File: config.mk
export PLATFORM = sky130hd
export DESIGN_NAME = dff_bank_write_arbiter
export DESIGN_NICKNAME = d
export VERILOG_FILES = /design/src/rtl/dff_bank_pkg.sv /design/src/rtl/reg8_slice.sv /design/src/rtl/dff_bank_write_arbiter.sv
export SDC_FILE = /design/constraint.sdc
export NUM_CORES = 1
export LEC_CHECK = 0
export CORE_MARGIN = 2
export CORE_UTILIZATION = 40
export DETAILED_ROUTE_END_ITERATION = 10
export PLACE_DENSITY = 0.62
export RECOVER_POWER = 100
export SETUP_SLACK_MARGIN = 0.1
export SYNTH_ARGS = -nofsm -noshare
export SYNTH_HDL_FRONTEND = slang
export SYNTH_SLANG_ARGS = --single-unit
File: constraint.sdc
create_clock -name clk -period 5.7 [get_ports clk]
set_input_delay 1.71 -clock clk [delete_from_list [all_inputs] [get_ports clk]]
set_output_delay 1.71 -clock clk [all_outputs]
set_load 0.005 [all_outputs]
File: src/rtl/dff_bank_pkg.sv
`default_nettype none
// ============================================================================
// Module   : dff_bank_pkg
// Brief    : Shared word type, data width and round-robin pointer helper for
//            the register-bank write arbiter.
// Revision : 1.0  initial release
// ============================================================================
package dff_bank_pkg;

    localparam int DW = 8;

    typedef logic [7:0] reg8_t;

    // Advance a round-robin pointer by one, wrapping at n.
    function automatic int unsigned rr_next(input int unsigned ptr, input int unsigned n);
        return (ptr + 1 >= n) ? 0 : ptr + 1;
    endfunction

endpackage
`default_nettype wire

File: src/rtl/reg8_slice.sv
`default_nettype none
// ============================================================================
// Module   : reg8_slice
// Brief    : One 8-bit bank register with synchronous reset and write enable.
// Revision : 1.0  initial release
// ============================================================================
module reg8_slice
    import dff_bank_pkg::*;
(
    input  logic  clk,
    input  logic  rst,
    input  logic  i_we,
    input  reg8_t i_d,
    output reg8_t o_q
);

    reg8_t r_data_q;
    reg8_t w_data_d;

    always_comb begin
        w_data_d = r_data_q;
        if (i_we) begin
            w_data_d = i_d;
        end
    end

    always_ff @(posedge clk) begin
        if (rst) begin
            r_data_q <= '0;
        end else begin
            r_data_q <= w_data_d;
        end
    end

    assign o_q = r_data_q;

endmodule
`default_nettype wire

File: src/rtl/dff_bank_write_arbiter.sv
`default_nettype none
// ============================================================================
// Module   : dff_bank_write_arbiter
// Brief    : Round-robin arbiter sharing one write port of an 8-bit register
//            bank among N_REQ requesters; registered read port, commit counter.
// Revision : 1.0  initial release
// ============================================================================
module dff_bank_write_arbiter
    import dff_bank_pkg::*;
#(
    parameter int N_REQ = 4,
    parameter int N_REG = 8,
    parameter int AW    = $clog2(N_REG)
) (
    input  logic                clk,
    input  logic                rst,
    input  logic [N_REQ-1:0]    req,
    input  logic [N_REQ*AW-1:0] req_addr,
    input  logic [N_REQ*DW-1:0] req_data,
    output logic [N_REQ-1:0]    gnt,
    input  logic                freeze,
    input  logic [AW-1:0]       rd_addr,
    output logic [DW-1:0]       rd_data,
    output logic [15:0]         commit_cnt
);

    localparam int c_ptr_w = (N_REQ > 1) ? $clog2(N_REQ) : 1;

    logic [c_ptr_w-1:0] r_rr_ptr_q;
    logic [c_ptr_w-1:0] w_rr_ptr_d;
    logic [15:0]        r_cnt_q;
    logic [15:0]        w_cnt_d;
    reg8_t              r_rd_data_q;
    reg8_t              w_rd_data_d;

    logic [c_ptr_w-1:0] w_idx [N_REQ];
    logic [c_ptr_w-1:0] w_win;
    logic               w_any;
    logic [N_REQ-1:0]   w_gnt;
    logic [AW-1:0]      w_wr_addr;
    reg8_t              w_wr_data;
    logic [N_REG-1:0]   w_we;
    reg8_t              w_bank [N_REG];

    // Search order: w_idx[k] is the requester examined k places after the pointer.
    always_comb begin
        w_idx[0] = r_rr_ptr_q;
        for (int k = 1; k < N_REQ; k++) begin
            w_idx[k] = c_ptr_w'(rr_next(32'(w_idx[k-1]), N_REQ));
        end
    end

    always_comb begin
        w_any = 1'b0;
        w_win = '0;
        if (!rst && !freeze) begin
            for (int k = 0; k < N_REQ; k++) begin
                if (!w_any && req[w_idx[k]]) begin
                    w_any = 1'b1;
                    w_win = w_idx[k];
                end
            end
        end
        w_gnt = w_any ? (N_REQ'(1) << w_win) : '0;
    end

    always_comb begin
        w_wr_addr = '0;
        w_wr_data = '0;
        for (int i = 0; i < N_REQ; i++) begin
            if (w_gnt[i]) begin
                w_wr_addr = req_addr[i*AW +: AW];
                w_wr_data = req_data[i*DW +: DW];
            end
        end
    end

    // Out-of-range addresses match no slice, so the bank is left untouched.
    always_comb begin
        w_we = '0;
        for (int i = 0; i < N_REG; i++) begin
            w_we[i] = w_any && (w_wr_addr == AW'(i));
        end
    end

    generate
        for (genvar gi = 0; gi < N_REG; gi++) begin : g_slice
            reg8_slice u_slice (
                .clk  (clk),
                .rst  (rst),
                .i_we (w_we[gi]),
                .i_d  (w_wr_data),
                .o_q  (w_bank[gi])
            );
        end
    endgenerate

    // Reads sample the bank before this edge's write, returning the old value.
    always_comb begin
        w_rd_data_d = '0;
        for (int i = 0; i < N_REG; i++) begin
            if (rd_addr == AW'(i)) begin
                w_rd_data_d = w_bank[i];
            end
        end
    end

    always_comb begin
        w_rr_ptr_d = r_rr_ptr_q;
        w_cnt_d    = r_cnt_q;
        if (w_any) begin
            w_rr_ptr_d = c_ptr_w'(rr_next(32'(w_win), N_REQ));
            w_cnt_d    = r_cnt_q + 16'd1;
        end
    end

    always_ff @(posedge clk) begin
        if (rst) begin
            r_rr_ptr_q  <= '0;
            r_cnt_q     <= '0;
            r_rd_data_q <= '0;
        end else begin
            r_rr_ptr_q  <= w_rr_ptr_d;
            r_cnt_q     <= w_cnt_d;
            r_rd_data_q <= w_rd_data_d;
        end
    end

    assign gnt        = w_gnt;
    assign rd_data    = r_rd_data_q;
    assign commit_cnt = r_cnt_q;

endmodule
`default_nettype wire

==> impl_metrics.env <==
export IMPL_fp_dieH_um=113
export IMPL_power_density_nw_per_um2=269
export IMPL_end_kind="primary output"
export IMPL_cts_tree="yes"
export IMPL_fin_util=0.530
export IMPL_fin_crit_ns=5.50
export IMPL_ys_ff_latch=90
export IMPL_crit_chain="dlygate4sd2_1 -> nor2_1 -> a21oi_1 -> or3_1 -> a31oi_1 -> o21a_1 -> buf_4 -> ha_1 -> and2_1 -> clkdlybuf4s50_1"
export IMPL_path_delay_family="buffers and inverters"
export IMPL_hold_buffers=0
export IMPL_setup_viol=0
export IMPL_worstPathMaxFanout=4
export IMPL_fmax_mhz=182
export IMPL_gr_total_overflow=0
export IMPL_rows=39
export IMPL_grt_pass1_wl_um=18900
export IMPL_final_area_um2=6080
export IMPL_synth_main_ff_cell="dfxtp_1"
export IMPL_outcome="finished, violations left"
export IMPL_instances_no_fill=721
export IMPL_first_iter_violations=147
export IMPL_worstPathArrival_ns=3.79
export IMPL_yosysTopAreaCellShare=0.380
export IMPL_diodes=0
export IMPL_hold_class="reg -> reg"
export IMPL_ys_warn_count=0
export IMPL_grtUsageTotal=0.180
export IMPL_syn_num_nets=547
export IMPL_port_buffers=81
export IMPL_post_route_cells_drive_above_1_share=0.135
export IMPL_io_pins=82
export IMPL_cp_start_kind="input port"
export IMPL_numCtsBuffers=9
export IMPL_p_sw_uw=442
export IMPL_die_x_um=113
export IMPL_critPathRequiredTime_ns=3.99
export IMPL_initial_core_util=0.413
export IMPL_swShare=0.271
export IMPL_antenna_found_initial=0
export IMPL_power_clock_fraction=0.400
export IMPL_cts_sinks=90
export IMPL_syn_to_final_growth_pct=28.2
export IMPL_fin_crit_sh=0.966
export IMPL_fin_hold_ws_ns=0.456
export IMPL_placedInstanceArea_um2=5800
export IMPL_multi_input_area_um2=2720
export IMPL_synth_cell_types=51
export IMPL_ys_seq_area_frac=0.380
export IMPL_grt_pass1_vias=3937
export IMPL_dpl_hpwl_um=8050
export IMPL_synth_area_um2=4740
export IMPL_grt_max_degree=41
export IMPL_p_int_uw=1190
export IMPL_fillCellCount=1020
export IMPL_synth_top_cells_by_area="dfxtp_1 (38%), mux2i_1 (16%), mux4_2 (8.1%), nand2_1 (5.6%), a21oi_1 (2.2%)"
export IMPL_critPathBufInv=3
export IMPL_cts_max_level=3
export IMPL_gp_congestion=0.759
export IMPL_cts_max_path_buffers=2
export IMPL_drt_total_wl_um=11300
export IMPL_dp_cells=704
export IMPL_hold_violations=0
export IMPL_report_final_slew_viol_count=39
export IMPL_core_area_um2=11500
export IMPL_path_class="in -> out"
export IMPL_synth_edf_count=0
export IMPL_wl_per_cell_um=15.7
export IMPL_vdd_drop_max_mv=0.163
export IMPL_cp_slowest_stage_delay_ns=0.51
export IMPL_crit_path_top_delay_cell="clkdlybuf4s50_1"
export IMPL_vias=4000
export IMPL_final_seq_area_um2=1800
export IMPL_async_flop_share=0
export IMPL_cap_violations=1
export IMPL_yosysMostFrequentCell="dfxtp_1"
export IMPL_finClkSkew_ns=0.00664
export IMPL_vias_per_cell=5.55
export IMPL_power_uw=1630
export IMPL_comb_power_share=0.186
export IMPL_rsz0062_at_grt="true"
export IMPL_path_clk_slew_ns=0.06
export IMPL_syn_inst=487
export IMPL_seqPwrFrac=0.413
export IMPL_tightest_slew_ns=1.92
export IMPL_slew_headroom=-0.280
export IMPL_nNetsFinal=633
export IMPL_avgSynthCellArea_um2=9.73
export IMPL_drtAntennaViolNets=0
export IMPL_firstDrtPassIters=4
export IMPL_clk_latency_ns=0.33
export IMPL_synth_top_cell_by_area="dfxtp_1"
export IMPL_p_leak_uw=0.00222
export IMPL_cts_root_buf="clkbuf_16"
export IMPL_synth_common_cells="dfxtp_1 (90), mux2i_1 (75), nand2_1 (71), clkbuf_1 (23), a21oi_1 (21)"
export IMPL_drc=0
export IMPL_violations="capacitance limit, slew limit"
export IMPL_die_area_um2=12700
placed cells by master (no fill, tap or decap), types with 7 or more instances in the layout:
cell type and count:
nor3_1 9, nor2_1 19, nor2b_1 15, mux4_2 17, a21oi_1 22, dlygate4sd3_1 26, clkdlybuf4s50_1 50, clkbuf_16 9
inv_1 10, o311ai_0 10, o21ai_0 9, a221oi_1 9, o41ai_1 8, dfxtp_1 90, or2_2 7, mux2i_1 75
buf_4 16, nand3_1 9, nand2_1 71
through the flow:
stage / setup WS, ns / setup TNS [ns]
finish: 0.196 / 0
detailed placement: -0.125 / -0.139
floorplan: 0.407 / 0
CTS: 0.203 / 0
global route: 0.0410 / 0
global placement: -0.100 / -0.108
worst min-delay path, delay by kind of cell, from the launching register on:
kind	cells	cell delay, ns
flip-flops	1	0.31
multiplexers	1	0.05
AND/OR/NAND/NOR	1	0.05
path summary, 6_finish.rpt:
path	start	end	slack, ns	cells past startpoint
hold reg to reg	g_slice[6].u_slice.o_q[5]$_SDFFE_PP0P_	g_slice[6].u_slice.o_q[5]$_SDFFE_PP0P_	0.46	2
setup reg to reg	r_rr_ptr_q[0]$_SDFFE_PP0P_	g_slice[0].u_slice.o_q[7]$_SDFFE_PP0P_	0.95	14
hold / removal	g_slice[6].u_slice.o_q[5]$_SDFFE_PP0P_	g_slice[6].u_slice.o_q[5]$_SDFFE_PP0P_	0.46	2
setup / recovery	req[0]	gnt[2]	0.20	10
kinds of logic after synthesis:
group / Yosys count / share of synthesized area
multiplexers: 96 / 0.249
AO/OA/AOI/OAI: 79 / 0.122
buffers and inverters: 47 / 0.0425
flip-flops: 90 / 0.380
adder cells (fa/ha/maj): 6 / 0.0158
AND/OR/NAND/NOR: 169 / 0.190
sequential cells by signal, indices dropped and copies added, names as in the netlist:
signal               count
commit_cnt              16
rd_data                  8
g_slice.u_slice.o_q     64
r_rr_ptr_q               2
final cells by class:
cell class | count | share of cell area
Multi-Input combinational cell | 350 | 0.448
Clock buffer | 9 | 0.0371
Timing Repair Buffer | 111 | 0.163
Sequential cell | 90 | 0.296
Clock inverter | 7 | 0.0187
Tap cell | 143 | 0.0294
Inverter | 11 | 0.00679
routing by layer:
layer  share of wire  global-route usage  vias to the layer above  routed length (um)
li1                -                   -                     1961                   -
met3           0.050              0.0337                       13                 563
met2            0.48               0.305                      121                5450
met5               0                   0                        -                   0
met1            0.46               0.235                     1905                5160
met4           0.012              0.0553                        0                 139
power by group through the flow:
| stage | Clock, uW | Combinational (uW) | Sequential (uW) |
|---|---|---|---|
| after floorplan | 0 | 203 | 684 |
| after global placement | 0 | 307 | 688 |
| after detailed placement | 0 | 313 | 690 |
| after CTS | 664 | 315 | 675 |
| after global routing | 691 | 335 | 679 |
| final | 654 | 305 | 675 |
repair_timing:
action                     in CTS  in global routing
resized for setup               6                  2
setup endpoints to repair       4                  2
buffers inserted                1                  0
pin swaps                       2                  2
Note: power is estimated with default switching activity, not from simulation.
